===== src/rtl/vgacon_pkg.sv =====
// Shared constants, state encoding and helpers for the VGA text console controller.
// The optional vblank write gating is selected with VGACON_VBLANK_WRITE_EN in vgacon_tty_ctrl.
package vgacon_pkg;

    localparam int NUM_ROWS  = 3;
    localparam int NUM_COLS  = 10;
    localparam int NUM_CHARS = NUM_ROWS * NUM_COLS;

    localparam logic [6:0] CHAR_SPACE = 7'h20;
    localparam logic [6:0] CR         = 7'h0D;
    localparam logic [6:0] LF         = 7'h0A;
    localparam logic [6:0] BS         = 7'h08;
    localparam logic [6:0] FF         = 7'h0C;

    typedef enum logic [2:0] {
        IDLE,
        WRITE,
        SCROLL_COPY,
        SCROLL_FILL,
        CLEAR
    } state_t;

    function automatic logic is_printable(input logic [6:0] code);
        return (code >= 7'h20) && (code <= 7'h7E);
    endfunction

endpackage


===== src/rtl/vgacon_cursor.sv =====
// Cursor position registers for the text console: advance with wrap, CR, LF, BS and home.
// Wrap/overflow flags let the controller decide when a scroll is needed.
module vgacon_cursor
    import vgacon_pkg::*;
#(
    parameter int ROWS = NUM_ROWS,
    parameter int COLS = NUM_COLS
) (
    input  logic       clk,
    input  logic       rst,
    input  logic       home,
    input  logic       advance,
    input  logic       cr,
    input  logic       lf,
    input  logic       bs,
    output logic [1:0] row,
    output logic [3:0] col,
    output logic       at_last_col,
    output logic       at_last_row
);

    assign at_last_col = (col == 4'(COLS - 1));
    assign at_last_row = (row == 2'(ROWS - 1));

    // On the last row the row index saturates; the controller scrolls the text instead.
    always_ff @(posedge clk) begin
        if (rst || home) begin
            row <= '0;
            col <= '0;
        end else if (advance) begin
            if (at_last_col) begin
                col <= '0;
                if (!at_last_row)
                    row <= row + 2'd1;
            end else begin
                col <= col + 4'd1;
            end
        end else if (cr) begin
            col <= '0;
        end else if (lf) begin
            if (!at_last_row)
                row <= row + 2'd1;
        end else if (bs) begin
            if (col != '0)
                col <= col - 4'd1;
        end
    end

endmodule


===== src/rtl/vgacon_tty_ctrl.sv =====
// Teletype-style controller that writes characters into a VGA text buffer, with scroll and clear.
// Define VGACON_VBLANK_WRITE_EN to restrict buffer writes to the vblank window.
module vgacon_tty_ctrl #(
    parameter int NUM_ROWS = 3,
    parameter int NUM_COLS = 10,
    parameter int COLOR_W  = 2
) (
    input  logic               clk,
    input  logic               rst,
    input  logic               in_valid,
    output logic               in_ready,
    input  logic [6:0]         in_char,
    input  logic [COLOR_W-1:0] in_color,
    input  logic               vblank,
    output logic               buf_we,
    output logic [4:0]         buf_addr,
    output logic [COLOR_W+6:0] buf_wdata,
    output logic [4:0]         buf_raddr,
    input  logic [COLOR_W+6:0] buf_rdata,
    output logic [1:0]         cursor_row,
    output logic [3:0]         cursor_col,
    output logic               busy,
    output logic               scroll_irq
);
    import vgacon_pkg::*;

    localparam int CELLS = NUM_ROWS * NUM_COLS;
    localparam logic [4:0] LAST_CELL = 5'(CELLS - 1);
    localparam logic [4:0] LAST_COPY = 5'(CELLS - NUM_COLS - 1);

    state_t             state, next_state;
    logic [4:0]         idx;
    logic [6:0]         char_q;
    logic [COLOR_W-1:0] color_q;
    logic               gate;
    logic               cur_home, cur_adv, cur_cr, cur_lf, cur_bs;
    logic               at_last_col, at_last_row;

`ifdef VGACON_VBLANK_WRITE_EN
    assign gate = vblank;
`else
    logic unused_vblank;
    assign unused_vblank = vblank;
    assign gate          = 1'b1;
`endif

    vgacon_cursor #(
        .ROWS (NUM_ROWS),
        .COLS (NUM_COLS)
    ) u_cursor (
        .clk         (clk),
        .rst         (rst),
        .home        (cur_home),
        .advance     (cur_adv),
        .cr          (cur_cr),
        .lf          (cur_lf),
        .bs          (cur_bs),
        .row         (cursor_row),
        .col         (cursor_col),
        .at_last_col (at_last_col),
        .at_last_row (at_last_row)
    );

    always_ff @(posedge clk) begin
        if (rst)
            state <= IDLE;
        else
            state <= next_state;
    end

    // The cell index runs straight from the copy range into the fill range.
    always_ff @(posedge clk) begin
        if (rst) begin
            idx <= '0;
        end else if (state == SCROLL_COPY || state == SCROLL_FILL || state == CLEAR) begin
            if (gate)
                idx <= (idx == LAST_CELL) ? 5'd0 : idx + 5'd1;
        end else begin
            idx <= '0;
        end
    end

    always_ff @(posedge clk) begin
        if (rst) begin
            char_q     <= '0;
            color_q    <= '0;
            scroll_irq <= 1'b0;
        end else begin
            if (in_valid && in_ready) begin
                char_q  <= in_char;
                color_q <= in_color;
            end
            scroll_irq <= (state == SCROLL_FILL) && gate && (idx == LAST_CELL);
        end
    end

    // Control codes act on the cursor in the handshake cycle itself.
    always_comb begin
        next_state = state;
        cur_home   = 1'b0;
        cur_adv    = 1'b0;
        cur_cr     = 1'b0;
        cur_lf     = 1'b0;
        cur_bs     = 1'b0;
        case (state)
            IDLE: begin
                if (in_valid) begin
                    if (is_printable(in_char)) begin
                        next_state = WRITE;
                    end else begin
                        case (in_char)
                            CR: cur_cr = 1'b1;
                            LF: begin
                                cur_lf = 1'b1;
                                if (at_last_row)
                                    next_state = SCROLL_COPY;
                            end
                            BS: cur_bs = 1'b1;
                            FF: begin
                                cur_home   = 1'b1;
                                next_state = CLEAR;
                            end
                            default: ;
                        endcase
                    end
                end
            end
            WRITE: begin
                if (gate) begin
                    cur_adv    = 1'b1;
                    next_state = (at_last_col && at_last_row) ? SCROLL_COPY : IDLE;
                end
            end
            SCROLL_COPY: if (gate && idx == LAST_COPY) next_state = SCROLL_FILL;
            SCROLL_FILL: if (gate && idx == LAST_CELL) next_state = IDLE;
            CLEAR:       if (gate && idx == LAST_CELL) next_state = IDLE;
            default:     next_state = IDLE;
        endcase
    end

    always_comb begin
        in_ready  = (state == IDLE);
        busy      = (state != IDLE);
        buf_we    = 1'b0;
        buf_addr  = '0;
        buf_wdata = '0;
        buf_raddr = '0;
        case (state)
            WRITE: begin
                buf_we    = gate;
                buf_addr  = 5'(cursor_row) * 5'(NUM_COLS) + 5'(cursor_col);
                buf_wdata = {color_q, char_q};
            end
            SCROLL_COPY: begin
                buf_we    = gate;
                buf_addr  = idx;
                buf_raddr = idx + 5'(NUM_COLS);
                buf_wdata = buf_rdata;
            end
            SCROLL_FILL, CLEAR: begin
                buf_we    = gate;
                buf_addr  = idx;
                buf_wdata = {{COLOR_W{1'b0}}, CHAR_SPACE};
            end
            default: ;
        endcase
    end

endmodule


===== config.mk =====
export PLATFORM = sky130hd
export DESIGN_NAME = vgacon_tty_ctrl
export DESIGN_NICKNAME = d
export VERILOG_FILES = /design/src/rtl/vgacon_pkg.sv /design/src/rtl/vgacon_cursor.sv /design/src/rtl/vgacon_tty_ctrl.sv
export SDC_FILE = /design/constraint.sdc
export NUM_CORES = 1
export LEC_CHECK = 0
export CAP_MARGIN = 20
export CORE_ASPECT_RATIO = 0.75
export CORE_UTILIZATION = 40
export CTS_BUF_LIST = sky130_fd_sc_hd__clkbuf_16
export DETAILED_ROUTE_END_ITERATION = 10
export PLACE_DENSITY = 0.73
export SKIP_CTS_REPAIR_TIMING = 1
export SLEW_MARGIN = 20
export SYNTH_ARGS = -nofsm -noshare
export SYNTH_HDL_FRONTEND = slang
export SYNTH_HIERARCHICAL = 1
export SYNTH_SLANG_ARGS = --single-unit

===== constraint.sdc =====
create_clock -name clk -period 5.8 [get_ports clk]
set_clock_uncertainty 0.05 [all_clocks]
set_input_delay 1.74 -clock clk [delete_from_list [all_inputs] [get_ports clk]]
set_output_delay 1.74 -clock clk [all_outputs]
set_load 0.02 [all_outputs]

# Word-level counts from Yosys, hierarchy flattened
# Index checks and enable logic that the tools add are counted.
# totals
input_bits	22
romBits	0
register_bits	24
word_cells	97
latchBits	0
mem_count	0
ram_bits	0
# classes
order_cmp	2
addsub	6
n_div	0
n_eq_ne	20
mul	1
n_reduce_logical	20
shifts	0
muxes	40
n_bitwise	1
# op_table
operator	n
$eq 7x4->1 const B	4
$pmux 9 s3	1
$mux 4	6
$mux 1	18
$mux 3	5
$mux 2	6
$pmux 3 s4	1
$eq 5x5->1 const B	2
$pmux 5 s2	1
$reduce_bool 3->1	3
$ge 7x6->1 const B	1
$le 7x7->1 const B	1
$eq 3x2->1 const B	2
$ne 2x1->1 const B	3
$pmux 3 s2	1
$reduce_and 3->1	2
$reduce_or 3->1	2
$add 5x1->5 const B	1
$add 5x4->5	1
$add 5x4->5 const B	1
$mux 5	1
$reduce_and 5->1	1
$add 4x1->4 const B	1
$eq 4x4->1 const B	1
other kinds (18)	24

# Longest topological paths before layout
# depth
ltp_word	9
ltp_mapped	10

# By module
# The synthesis kept the hierarchy.
# modules_own_cells
mod	seq_area_each_um2	area_each_um2	n_inst	cells_per_inst
vgacon_tty_ctrl	360.3	1346.3	1	169
vgacon_cursor	120.1	496.7	1	59

# Worst setup path before layout
# OpenSTA, ideal clock, no wires.
# synth_timing
path_type	input to output
from	input buf_rdata[5]
to	output buf_wdata[5]
path_stages	2
n_path_buf	0
t_required_ns	4.010
slack_ns	1.731
arrival_ns	2.279
path_cell_list	a21oi_1 o21ai_0
# synth_between
elab_chain_cells	1
# synth_lines
item	line_no	source
start: declaration	vgacon_tty_ctrl.sv:19	input logic [COLOR_W+6:0] buf_rdata,
$pmux 9 s3	vgacon_tty_ctrl.sv:148	case (state)
end: declaration	vgacon_tty_ctrl.sv:17	output logic [COLOR_W+6:0] buf_wdata,
# Every way passes these cells.

# Worst setup path after layout
# Same ends and word-level chain as after synthesis.

==> flow_summary.yaml <==
synthesis:
  yosys_warnings: 6
  synth_area_leaders: "dfxtp_1, ha_1, nand2_1, nor2_1, a21oi_1"
  ys_ff_latch: 24
  netlist_top_cells_count: "nand2_1, dfxtp_1, nor2_1"
  synth_top_area_cell: "dfxtp_1"
  syn_inst: 228
  syn_area_mm2: 0.00184
  synth_edf_count: 0
  ys.flop_type: "dfxtp_1"
  synthArstFlopShare_pct: 0
  seq_area_frac_synth_pct: 26.1
  syn-mean-instance-area_um2: 8.08
  yosys.area.top_type_share_pct: 26.1
  synth.most_common_cell: "nand2_1"
  ys_types: 60
  mappedNetlistNets: 262
placed_design:
  place_congestion: 0.841
  dp_hpwl_mm: 3.19
  portBuffers: 49
  place_ws_ns: 0.957
critical_path:
  r2r_slack_ns: 2.72
  critPathKind: "input port to primary output"
  cp.required_ns: 4.01
  cp_max_fo: 1
  cp.arrival_ns: 3.04
  end_kind: "primary output"
  critPathLaunchType: "input port"
floorplan:
  coreArea_mm2: 0.00423
  die_h_um: 60.8
  die_w_um: 80.4
  initial_core_util_pct: 43.6
  io_pins: 51
  die_area_mm2: 0.00489
  core.rowCount: 20
grt:
  antenna_found_initial: 0
  met1_usage_pct: 27.1
  grtUsageMet2_pct: 27.0
  use_met3_pct: 3.61
  grt_pass1_vias: 1473
  globalRouteOverflowTotal: 0
  busiest_layer: "met1"
  grtUsageTotal_pct: 18.3
  grt_pass1_wl_mm: 6.98
  grt_max_degree: 19
sta:
  finalSetupTns_ns: 0
  rsz0062_at_grt: "no"
  hold_viol: 0
  relSlewSlack_pct: 45.9
  period_minus_slack_ns: 4.83
  maxSlewViolCount: 0
  clock.fmax_ghz: 0.207
  tightest_slew_ns: 0.808
  setup_violations: 0
  fin_ws_ns: 0.968
  period_share_pct: 83.3
detailed_routing:
  drc: 0
  ant_nets: 0
  vias: 1758
  finalWirelength_mm: 4.39
  avgViaCountPerCell: 5.44
  detail_route.first_pass.iterations: 4
  routedWlPerCell_um: 13.6
  drt_iter0_markers: 77
clocking:
  cts-root-buf: "clkbuf_16"
  clock_latency_ns: 0.26
  cts.sinks: 24
  cts_made_buffers: 3
  cts_tree: "yes"
  path_clk_slew_ns: 0.06
  htreeDepth: 1
  cts_buffer_depth: 2
cells_and_area:
  antenna_cells: 0
  multi_input_comb_area_mm2: 0.00126
  ff_latch_area_um2: 480
  final_layout_size_suffix_gt1_share_pct: 8.58
  nNetsFinal: 303
  area_delta_synth_final_pct: 32.8
  n_fill_cell: 398
power:
  p_seq_share_pct: 31.1
  p_int_uw: 455
  p_clk_share_pct: 28.6
  cellPowerDensity_mw_per_mm2: 289
  power_frac_comb_pct: 40.3
  p_sw_uw: 253
  swShare_pct: 35.7
  total_power_uw: 707
  leakage_uw: 0.000939
  ir_drop_mv: 0.159
outcome:
  status: "complete, no violations"
run:
  maxCapViolCount: 0
min_path:
  worst_hold_path_type: "register to register"
## path summary, 6_finish.rpt
check	depth (start not counted)	endpoint	start
min reg2reg	2	char_q[4]	char_q[4]
max reg2reg	8	u_cursor/col[0]	state[1]
min	2	char_q[4]	char_q[4]
max	4	buf_wdata[5]	buf_rdata[5]
## per-layer routing
metal / routed length [µm] / share of wire (%) / vias to the layer above
li1: - / - / 909
met1: 2290 / 52 / 807
met2: 1910 / 44 / 37
met3: 153 / 3.5 / 5
met4: 32 / 0.73 / 0
met5: 0 / 0 / -
## power groups by stage
stage	Combinational, µW	Sequential [µW]	Clock, µW
after floorplan	195	209	0
after global placement	278	224	0
after detailed placement	280	223	0
after CTS	281	220	204
after global routing	311	225	212
final	285	220	202
## cells by family after synthesis
| group | count (synthesis) | synth area share, % |
|---|---|---|
| AND/OR/NAND/NOR | 103 | 31.0 |
| XOR/XNOR | 9 | 4.28 |
| AO/OA/AOI/OAI | 59 | 24.8 |
| buffers and inverters | 21 | 5.30 |
| flip-flops | 24 | 26.1 |
| adder cells (fa/ha/maj) | 12 | 8.55 |
## layout make-up
cell class | count | share of cell area (%)
clock buffers | 3 | 3.07
clock inverters | 1 | 1.23
inverters | 7 | 1.07
multi-input cells | 183 | 51.7
flip-flops and latches | 24 | 19.6
well taps | 55 | 2.81
repair buffers | 50 | 20.5
## flip-flops by register name, summed over array words and instances, names as in the netlist
signal        flops
state             3
idx               5
u_cursor/col      4
char_q            7
color_q           2
scroll_irq        1
u_cursor/row      2
## stage by stage
step | std cells | hold WS, ns | instance area (µm²) | utilization [%]
global route | 323 | 0.440 | 2450 | 57.9
detailed placement | 318 | 0.397 | 2330 | 55.1
global placement | 318 | 0.395 | 2330 | 55.1
floorplan | 228 | 0.387 | 1840 | -
CTS | 322 | 0.406 | 2440 | 57.6
finish | 323 | 0.406 | 2450 | 57.9
## worst max-delay path: stages
cell,delay [ns]
clkdlybuf4s50_1,0.45
a21oi_1,0.06
o21ai_0,0.17
clkdlybuf4s50_1,0.62
## cell usage in the layout, fill, tap and decap left out, types with 2 or more instances in the layout
master,count
nor2_1,24
clkdlybuf4s50_1,49
inv_1,7
a31o_2,2
a22oi_1,4
o221ai_2,2
nor3_2,2
a2111oi_2,2
clkbuf_16,3
a221oi_2,2
and2_1,4
xor2_1,5
ha_1,11
nor2b_1,4
nor3b_1,2
dfxtp_1,24
a21oi_1,16
nor3_1,7
o221ai_1,2
nand4b_1,3
nand3_1,4
o31a_1,2
nand2b_1,2
a22o_1,8
nand3b_1,2
and3b_1,2
xnor2_1,4
nand2_1,32
a21o_1,2
o21ai_0,6
Power figures use the tool's default switching activity.
